**src/rtl/reaction_pkg.sv**
```systemverilog
// Shared types and constants for the reaction timer and its seven-segment display consumer.
package reaction_pkg;

    typedef enum logic [2:0] {
        IDLE,
        WAIT,
        GO,
        DONE,
        FAIL
    } state_e;

    localparam logic [15:0] NO_RECORD = 16'hFFFF;
    localparam int          LFSR_W    = 16;

    // Fibonacci step, taps 16,14,13,11 (bit 16 is the MSB), shifting towards the MSB.
    function automatic logic [LFSR_W-1:0] lfsr_step(input logic [LFSR_W-1:0] s);
        return {s[LFSR_W-2:0], s[15] ^ s[13] ^ s[12] ^ s[10]};
    endfunction

endpackage

```
**src/rtl/lfsr16.sv**
```systemverilog
// Free-running 16-bit LFSR; advances on every clock, regardless of game state.
module lfsr16
    import reaction_pkg::*;
#(
    parameter logic [LFSR_W-1:0] SEED = 16'hACE1
) (
    input  logic              clk,
    input  logic              rst,
    output logic [LFSR_W-1:0] state
);

    logic [LFSR_W-1:0] lfsr_q;
    logic [LFSR_W-1:0] lfsr_d;

    always_comb begin
        lfsr_d = lfsr_step(lfsr_q);
    end

    // NOTE: sequential state uses <= so every flop samples pre-edge values.
    always_ff @(posedge clk) begin
        if (rst) lfsr_q <= SEED;
        else     lfsr_q <= lfsr_d;
    end

    assign state = lfsr_q;

endmodule

```
**src/rtl/reaction_timer.sv**
```systemverilog
// Reaction-time game controller: random wait, GO window, millisecond timing and best score.
// Outputs drive the seven-segment display directly; NO_RECORD marks an empty best score.
module reaction_timer
    import reaction_pkg::*;
#(
    parameter int unsigned       CYCLES_PER_MS = 100000,
    parameter int unsigned       MIN_DELAY_MS  = 1000,
    parameter int unsigned       MAX_TIME      = 9999,
    parameter logic [LFSR_W-1:0] LFSR_SEED     = 16'hACE1
) (
    input  logic        clk,
    input  logic        rst,
    input  logic        btn,
    output logic        led_go,
    output logic        fail,
    output logic [15:0] current_time,
    output logic [15:0] best_time
);

    localparam int            PW         = $clog2(CYCLES_PER_MS);
    localparam int            DW         = $clog2(MIN_DELAY_MS + 4096);
    localparam logic [PW-1:0] PRESC_LAST = PW'(CYCLES_PER_MS - 1);
    localparam logic [15:0]   TIME_LIMIT = 16'(MAX_TIME);

    state_e            state_q, state_d;
    logic [PW-1:0]     presc_q, presc_d;
    logic [DW-1:0]     delay_q, delay_d;
    logic [15:0]       cur_q, cur_d;
    logic [15:0]       best_q, best_d;
    logic              led_go_q, led_go_d;
    logic              fail_q, fail_d;
    logic              armed_q, armed_d;
    logic              btn_q;
    logic              press;
    logic              tick;
    logic [LFSR_W-1:0] lfsr;
    logic              lfsr_unused;

    lfsr16 #(.SEED(LFSR_SEED)) u_lfsr (
        .clk   (clk),
        .rst   (rst),
        .state (lfsr)
    );

    // Only the low 12 bits set the random delay.
    assign lfsr_unused = ^lfsr[LFSR_W-1:12];

    // armed_q blocks the edge from a button that was already held when reset released.
    assign press = btn & ~btn_q & armed_q;
    assign tick  = (state_q == WAIT || state_q == GO) && (presc_q == PRESC_LAST);

    // NOTE: every always_comb output gets a default first, so no latch is inferred.
    always_comb begin
        state_d = state_q;
        presc_d = '0;
        delay_d = delay_q;
        cur_d   = cur_q;
        best_d  = best_q;
        armed_d = armed_q | ~btn;

        case (state_q)
            IDLE, DONE, FAIL: begin
                if (press) begin
                    state_d = WAIT;
                    delay_d = DW'(MIN_DELAY_MS) + DW'(lfsr[11:0]);
                    cur_d   = '0;
                end
            end
            WAIT: begin
                if (press) begin
                    state_d = FAIL;
                end else if (tick) begin
                    if (delay_q == DW'(1)) begin
                        state_d = GO;
                        cur_d   = '0;
                    end else begin
                        delay_d = delay_q - DW'(1);
                    end
                end
            end
            GO: begin
                // A press wins over a same-cycle tick and keeps the un-incremented time.
                if (press) begin
                    state_d = DONE;
                    if (cur_q < best_q) best_d = cur_q;
                end else if (tick) begin
                    if (cur_q == TIME_LIMIT) state_d = FAIL;
                    else                     cur_d   = cur_q + 16'd1;
                end
            end
            default: state_d = IDLE;
        endcase

        // The prescaler restarts on every state change, so each phase is timed from its entry.
        if ((state_d == WAIT || state_d == GO) && state_d == state_q && !tick) begin
            presc_d = presc_q + PW'(1);
        end

        led_go_d = (state_d == GO);
        fail_d   = (state_d == FAIL);
    end

    always_ff @(posedge clk) begin
        if (rst) begin
            state_q  <= IDLE;
            presc_q  <= '0;
            delay_q  <= '0;
            cur_q    <= '0;
            best_q   <= NO_RECORD;
            led_go_q <= 1'b0;
            fail_q   <= 1'b0;
            btn_q    <= 1'b0;
            armed_q  <= ~btn;
        end else begin
            state_q  <= state_d;
            presc_q  <= presc_d;
            delay_q  <= delay_d;
            cur_q    <= cur_d;
            best_q   <= best_d;
            led_go_q <= led_go_d;
            fail_q   <= fail_d;
            btn_q    <= btn;
            armed_q  <= armed_d;
        end
    end

    assign led_go       = led_go_q;
    assign fail         = fail_q;
    assign current_time = cur_q;
    assign best_time    = best_q;

endmodule

```
**config.mk**
```make
export PLATFORM = sky130hd
export DESIGN_NAME = reaction_timer
export DESIGN_NICKNAME = d
export VERILOG_FILES = /design/src/rtl/reaction_pkg.sv /design/src/rtl/lfsr16.sv /design/src/rtl/reaction_timer.sv
export SDC_FILE = /design/constraint.sdc
export NUM_CORES = 1
export LEC_CHECK = 0
export BUFFER_PORTS_ARGS = -buffer_cell sky130_fd_sc_hd__buf_2
export CELL_PAD_IN_SITES_DETAIL_PLACEMENT = 0
export CELL_PAD_IN_SITES_GLOBAL_PLACEMENT = 1
export CORE_ASPECT_RATIO = 1.1
export CORE_MARGIN = 3
export CORE_UTILIZATION = 40
export CTS_BUF_LIST = sky130_fd_sc_hd__clkbuf_16
export DETAILED_ROUTE_END_ITERATION = 7
export GPL_ROUTABILITY_DRIVEN = 0
export PLACE_DENSITY = 0.74
export SKIP_CTS_REPAIR_TIMING = 1
export SYNTH_ARGS = -nofsm -noshare
export SYNTH_HDL_FRONTEND = slang
export SYNTH_HIERARCHICAL = 1
export SYNTH_SLANG_ARGS = --single-unit
```
**constraint.sdc**
```tcl
create_clock -name clk -period 5.6 [get_ports clk]
set_input_delay 0.56 -clock clk [delete_from_list [all_inputs] [get_ports clk]]
set_output_delay 0.56 -clock clk [all_outputs]
set_load 0.005 [all_outputs]
```
==> flow_summary.json, run 1 <==
{
  "reg2reg_to": "best_time[6]",
  "path_depth": 7,
  "hold_viol_final": 0,
  "cp_top_family": "compound AO/OA/AOI/OAI gates",
  "drtIter0Drc": 178,
  "max_cap_violations": 0,
  "grt_pass1_wl_um": 17000,
  "drc_errors": 0,
  "slowest_stage": "a21oi_2",
  "final_cell_mix": "dfxtp_1, nor2_1, o21ai_0",
  "path_buf_inv": 1,
  "syn_nets": 550,
  "fin_cells": 687,
  "num_io_pins": 37,
  "io_buffers": 36,
  "final_util": 0.465,
  "wl_per_cell_um": 14.5,
  "cts_made_buffers": 9,
  "max-slew-margin-rel": 0.488,
  "netlist_instances": 527,
  "synthToLayoutAreaGrowth_pct": 12.0,
  "crit_start": "state_q[1]",
  "drive_gt1_frac": 0.118,
  "vdd_ir_drop_max_mv": 0.130,
  "cp_cell_sequence": "or3b_2, a2111oi_0, o221ai_1, a21oi_2, buf_4, a21oi_1, o21ai_0",
  "slew_viol_final": 0,
  "clockBufferDepth": 2,
  "die_area_sq_um": 12200,
  "h-tree-depth": 3,
  "timing.hold.ws_ps": 412,
  "worstPathMaxFanout": 19,
  "p_leak_nw": 1.95,
  "rsz0062_at_grt": "false",
  "cts_tree": "done",
  "status": "finished clean",
  "hpwl_um": 6880,
  "routed_wl_um": 9940,
  "yosys_warnings": 6,
  "path_clk_slew_ps": 60,
  "hold_start": "u_lfsr/state[14]",
  "power.density_nw_per_um2": 291,
  "overflow": 0,
  "r2r_start": "state_q[1]",
  "dp_slack_ps": 2800,
  "drtAntennaViolNets": 0,
  "endpoint_kind": "register",
  "reg2regPathDepth": 7,
  "die_x_um": 106,
  "first_pass_iters": 4,
  "worstHoldPathType": "reg -> reg",
  "setup_viol": 0,
  "grt_max_degree": 61,
  "tns_ps": 0,
  "clkSinkCount": 85,
  "antenna_cells": 0,
  "crit_end": "best_time[6]",
  "fin_total_pwr_mw": 1.43,
  "core-area_sq_um": 10500,
  "placed_cell_area_sq_um": 4570,
  "stdcell_area_sq_um": 4900,
  "die_h_um": 116,
  "final_common_cell": "dfxtp_1",
  "crit_type": "reg -> reg",
  "rrSetupSlack_ps": 2780,
  "slowest_delay_ps": 600,
  "fp-row-count": 39,
  "fin_skew_ps": 6.59,
  "cp-start-kind": "register",
  "avgSynthCellArea_sq_um": 8.31,
  "placedCellCount": 671,
  "max_freq_mhz": 355,
  "period_minus_slack_ps": 2820,
  "worst_pin_slew_ps": 768,
  "track_usage": 0.173,
  "clock-root-buffer": "clkbuf_16",
  "synthesis.area_sq_um": 4380,
  "critPathArrivalTime_ps": 3070,
  "period_share": 0.503,
  "required_ps": 5860,
  "setup_slack_ps": 2780,
  "vias": 3695,
  "clk_latency_ps": 340,
  "grt_pass1_vias": 3481,
  "viasPerCell": 5.38,
  "nNetsFinal": 562,
  "start_util": 0.415,
  "antenna_found_initial": 0
}
==> how the worst min path moves through the flow <==
stage,end,cells past startpoint
after floorplan,u_lfsr/state[15],1
after global placement,u_lfsr/state[15],1
after detailed placement,u_lfsr/state[15],1
after CTS,u_lfsr/state[15],1
after global routing,u_lfsr/state[15],1
final,u_lfsr/state[15],1
==> flip-flops by register name (all words and copies together), names as in the netlist, 3 cells and up <==
register      cells
best_time        16
state_q           3
delay_q          13
u_lfsr/state     16
presc_q          17
current_time     16
==> cell type report <==
| type | instances | area [sq um] |
|---|---|---|
| clock buffers | 9 | 225 |
| inverters | 25 | 93.8 |
| multi-input cells | 378 | 2390 |
| clock inverters | 7 | 106 |
| repair buffers | 40 | 210 |
| well taps | 143 | 179 |
| fillers | 1020 | 5640 |
| flip-flops and latches | 85 | 1700 |
==> report_power, final <==
| part | total (mW) | internal [mW] | switching (mW) |
|---|---|---|---|
| Sequential | 0.642 | 0.623 | 0.0187 |
| Combinational | 0.119 | 0.0486 | 0.0708 |
| Clock | 0.667 | 0.430 | 0.236 |
==> routing by layer <==
metal / wire length (um) / share of wire / GRT usage
met4: 235 / 0.024 / 0.0941
met3: 428 / 0.043 / 0.0267
met5: 0 / 0 / 0
met2: 4680 / 0.47 / 0.293
met1: 4600 / 0.46 / 0.212
(Power assumes the default switching activity.)
==> run 2, diff against run 1 <==
==> constraint.sdc (replaced) <==
create_clock -name clk -period 2.8 [get_ports clk]
set_input_delay 0.28 -clock clk [delete_from_list [all_inputs] [get_ports clk]]
set_output_delay 0.28 -clock clk [all_outputs]
set_load 0.005 [all_outputs]
==> flow_summary.json, run 2 (synthesis gave the netlist of run 1 again) <==
{
  "drtIter0Drc": 194,
  "core-area_sq_um": 10500,
  "n_fill_cell": 1056,
  "tns_ps": 0,
  "start_util": 0.415,
  "endpoint_kind": "register",
  "max_freq_mhz": 405,
  "placed_cell_area_sq_um": 4680,
  "power.density_nw_per_um2": 524,
  "overflow": 0,
  "routed_wl_um": 10100,
  "seqCellArea_sq_um": 1700,
  "p_leak_nw": 1.99,
  "fp-row-count": 39,
  "h-tree-depth": 3,
  "final_common_cell": "dfxtp_1",
  "largest_reg_flops": 17,
  "drc_errors": 0,
  "cts_made_buffers": 9,
  "final_util": 0.470,
  "placedCellCount": 685,
  "status": "finished clean",
  "worstHoldPathType": "in -> reg",
  "crit_type": "reg -> reg",
  "worstPathMaxFanout": 6,
  "num_io_pins": 37,
  "final_cell_mix": "dfxtp_1, nor2_1, o21ai_0",
  "max_cap_violations": 0,
  "required_ps": 3000,
  "timing.hold.ws_ps": 155,
  "cp-start-kind": "register",
  "fin_total_pwr_mw": 2.60,
  "viasPerCell": 5.35,
  "drive_gt1_frac": 0.145,
  "track_usage": 0.173,
  "cts_tree": "done",
  "fin_skew_ps": 4.92,
  "grt_max_degree": 33,
  "cp_cell_sequence": "inv_1, ha_1, or3b_2, or4_1, nor4_1, a21oi_1, a41oi_1, a221oi_1",
  "fin_cells": 700,
  "worst_pin_slew_ps": 681,
  "io_buffers": 36,
  "hpwl_um": 7180,
  "slew_viol_final": 0,
  "clockBufferDepth": 2,
  "period_minus_slack_ps": 2470,
  "hold_viol_final": 0,
  "clock-root-buffer": "clkbuf_16",
  "die_area_sq_um": 12200,
  "rsz0062_at_grt": "false",
  "die_x_um": 106,
  "max-slew-margin-rel": 0.534,
  "vdd_ir_drop_max_mv": 0.243,
  "multi_input_area_sq_um": 2400,
  "period_share": 0.882,
  "vias": 3744,
  "clkSinkCount": 85,
  "grt_pass1_vias": 3588,
  "first_pass_iters": 4,
  "wl_per_cell_um": 14.4,
  "slowest_stage": "or3b_2",
  "drtAntennaViolNets": 0,
  "die_h_um": 116,
  "path_clk_slew_ps": 60,
  "synthToLayoutAreaGrowth_pct": 13.1,
  "stdcell_area_sq_um": 4950,
  "nNetsFinal": 576,
  "antenna_cells": 0,
  "setup_slack_ps": 330,
  "dp_slack_ps": 177,
  "largest-register": "presc_q",
  "clk_latency_ps": 340,
  "critPathArrivalTime_ps": 2670,
  "setup_viol": 0,
  "cp_top_family": "simple AND/OR/NAND/NOR gates",
  "path_buf_inv": 1,
  "antenna_found_initial": 0,
  "slowest_delay_ps": 530,
  "grt_pass1_wl_um": 17100
}
run 2: changes by cell type in the layout (fill, tap and decap cells not counted), sizes merged:
cell      change
bufinv        -3
buf          +14
clkinvlp      +2
clkinv        +1
inv           -1
run 2: worst register-to-register path, cell delays in order (launching register included):
cell,delay (ps)
dfxtp_1,330
inv_1,100
ha_1,200
or3b_2,530
or4_1,510
nor4_1,270
a21oi_1,120
a41oi_1,180
a221oi_1,100
run 2: final timing paths:
| kind | endpoint | cells after the start | start | slack (ps) |
|---|---|---|---|---|
| max reg2reg | delay_q[12] | 8 | delay_q[0] | 330 |
| min | armed_q | 2 | btn | 160 |
| min reg2reg | u_lfsr/state[15] | 1 | u_lfsr/state[14] | 410 |
| max | delay_q[12] | 8 | delay_q[0] | 330 |
run 2: area by class of cell:
| type | instances | share of cell area |
|---|---|---|
| clock buffer | 9 | 0.0455 |
| clock inverter | 6 | 0.00657 |
| inverter | 25 | 0.0190 |
| multi-input combinational | 378 | 0.485 |
| sequential | 85 | 0.344 |
| tap | 143 | 0.0361 |
| timing repair buffer | 54 | 0.0637 |
run 2: layer usage:
layer  routed length, um  global-route usage
met5                   0                   0
met4                 140              0.0725
met3                 353              0.0396
met2                4810               0.294
met1                4750               0.212
run 2: where the power goes:
group / switching, mW / internal, mW / total, mW
logic: 0.144 / 0.101 / 0.246
clock network: 0.479 / 0.586 / 1.07
registers: 0.0374 / 1.25 / 1.28
total: 0.661 / 1.93 / 2.60
==> run 3, diff against run 2 <==
--- a/config.mk
+++ b/config.mk
@@ -6,6 +6,7 @@
 export NUM_CORES = 1
 export LEC_CHECK = 0
 export BUFFER_PORTS_ARGS = -buffer_cell sky130_fd_sc_hd__buf_2
+export CAP_MARGIN = 0
 export CELL_PAD_IN_SITES_DETAIL_PLACEMENT = 0
 export CELL_PAD_IN_SITES_GLOBAL_PLACEMENT = 1
 export CORE_ASPECT_RATIO = 1.1
==> constraint.sdc (replaced) <==
create_clock -name clk -period 2.7 [get_ports clk]
set_input_delay 0.27 -clock clk [delete_from_list [all_inputs] [get_ports clk]]
set_output_delay 0.27 -clock clk [all_outputs]
set_load 0.005 [all_outputs]
==> flow_summary.json, run 3 (synthesis gave the netlist of run 1 again) <==
{
  "synthToLayoutAreaGrowth_pct": 14.9,
  "slowest_stage": "or4_1",
  "vias": 3755,
  "drive_gt1_frac": 0.142,
  "fin_cells": 699,
  "worstHoldPathType": "in -> reg",
  "holdPathStages": 2,
  "antenna_cells": 0,
  "cts_made_buffers": 9,
  "first_pass_iters": 4,
  "drtIter0Drc": 227,
  "cp_top_family": "simple AND/OR/NAND/NOR gates",
  "path_buf_inv": 1,
  "max-slew-margin-rel": 0.515,
  "hpwl_um": 7270,
  "cts_tree": "done",
  "drc_errors": 0,
  "power.density_nw_per_um2": 611,
  "endpoint_kind": "register",
  "dp_slack_ps": 126,
  "hold_viol_final": 0,
  "final_common_cell": "dfxtp_1",
  "period_minus_slack_ps": 2480,
  "worstPathMaxFanout": 10,
  "setup_viol": 0,
  "reg2reg_to": "current_time[7]",
  "required_ps": 2980,
  "fin_total_pwr_mw": 3.07,
  "viasPerCell": 5.37,
  "overflow": 0,
  "cp_cell_sequence": "or3_1, nand4b_4, nor4_2, nor3_2, buf_4, or4_1, a21oi_1",
  "p_leak_nw": 2.03,
  "num_io_pins": 37,
  "rrSetupSlack_ps": 220,
  "clk_latency_ps": 340,
  "hold_start": "btn",
  "reg2regPathDepth": 7,
  "path_clk_slew_ps": 60,
  "slowest_delay_ps": 490,
  "tns_ps": 0,
  "placedCellCount": 684,
  "final_cell_mix": "dfxtp_1, nor2_1, o21ai_0",
  "worst_pin_slew_ps": 710,
  "whs_endpoint": "armed_q",
  "rsz0062_at_grt": "false",
  "max_cap_violations": 0,
  "period_share": 0.919,
  "max_freq_mhz": 403,
  "largest_reg_flops": 17,
  "r2r_start": "delay_q[4]",
  "clockBufferDepth": 2,
  "routed_wl_um": 10200,
  "nNetsFinal": 575,
  "cp-start-kind": "register",
  "setup_slack_ps": 218,
  "io_buffers": 36,
  "drtAntennaViolNets": 0,
  "largest-register": "presc_q",
  "critPathArrivalTime_ps": 2760,
  "core-area_sq_um": 10500,
  "grt_pass1_wl_um": 17200,
  "die_area_sq_um": 12200,
  "h-tree-depth": 3,
  "crit_type": "reg -> reg",
  "die_x_um": 106,
  "fin_skew_ps": 5.13,
  "slew_viol_final": 0,
  "antenna_found_initial": 0,
  "clock-root-buffer": "clkbuf_16",
  "clkSinkCount": 85,
  "die_h_um": 116,
  "grt_pass1_vias": 3655,
  "wl_per_cell_um": 14.6,
  "status": "finished clean",
  "track_usage": 0.175,
  "grt_max_degree": 49,
  "start_util": 0.415,
  "fp-row-count": 39,
  "vdd_ir_drop_max_mv": 0.252
}
run 3: changes by cell type in the layout (fill, tap and decap cells not counted):
cell,change
buf_4,-1
nor4b_1,+1
clkinv_2,-2
clkinvlp_4,-2
nor4b_2,-1
bufinv_16,+4
run 3: per-layer routing:
metal / routed length (um) / part of all wire / up-vias / GRT usage
met2: 4920 / 0.48 / 71 / 0.300
met5: 0 / 0 / - / 0
met4: 201 / 0.020 / 0 / 0.0777
met3: 419 / 0.041 / 17 / 0.0390
li1: - / - / 1920 / -
met1: 4680 / 0.46 / 1747 / 0.213
run 3: worst max-delay path by stage:
stage / cells past startpoint / endpoint / startpoint / slack [ps]
2_1_floorplan: 9 / delay_q[12] / delay_q[0] / 420
3_5_place_dp: 9 / current_time[6] / delay_q[1] / 130
5_1_grt: 7 / delay_q[12] / delay_q[0] / 30
4_1_cts: 9 / current_time[6] / delay_q[1] / 100
6_report: 7 / current_time[7] / delay_q[4] / 220
3_3_place_gp: 9 / current_time[10] / delay_q[1] / 190
run 3: power breakdown:
group          switching [mW]  internal (mW)  leakage, nW
clock                   0.501          0.986        0.174
combinational           0.150          0.106         1.16
sequential             0.0364           1.29        0.692
total                   0.688           2.39         2.03
run 3: metrics by stage:
| stage | instance area [sq um] | util | hold WS [ps] |
|---|---|---|---|
| finish | 5030 | 0.477 | 137 |
| global route | 5030 | 0.477 | 156 |
| CTS | 5020 | 0.476 | 129 |
| detailed placement | 4670 | 0.443 | 408 |
| global placement | 4670 | 0.443 | 390 |
| floorplan | 4380 | - | 342 |
run 3: worst register-to-register path: cells and delay by family, from the launching register on:
kind / cells / cell delay, ps
compound gates: 1 / 140
simple gates: 5 / 1730
buf+inv: 1 / 190
flops: 1 / 350
run 3: area by class of cell:
type | count | area (sq um)
fillers | 1040 | 5510
multi-input cells | 378 | 2400
flip-flops and latches | 85 | 1700
repair buffers | 53 | 308
clock buffers | 9 | 225
well taps | 143 | 179
clock inverters | 6 | 128
inverters | 25 | 93.8
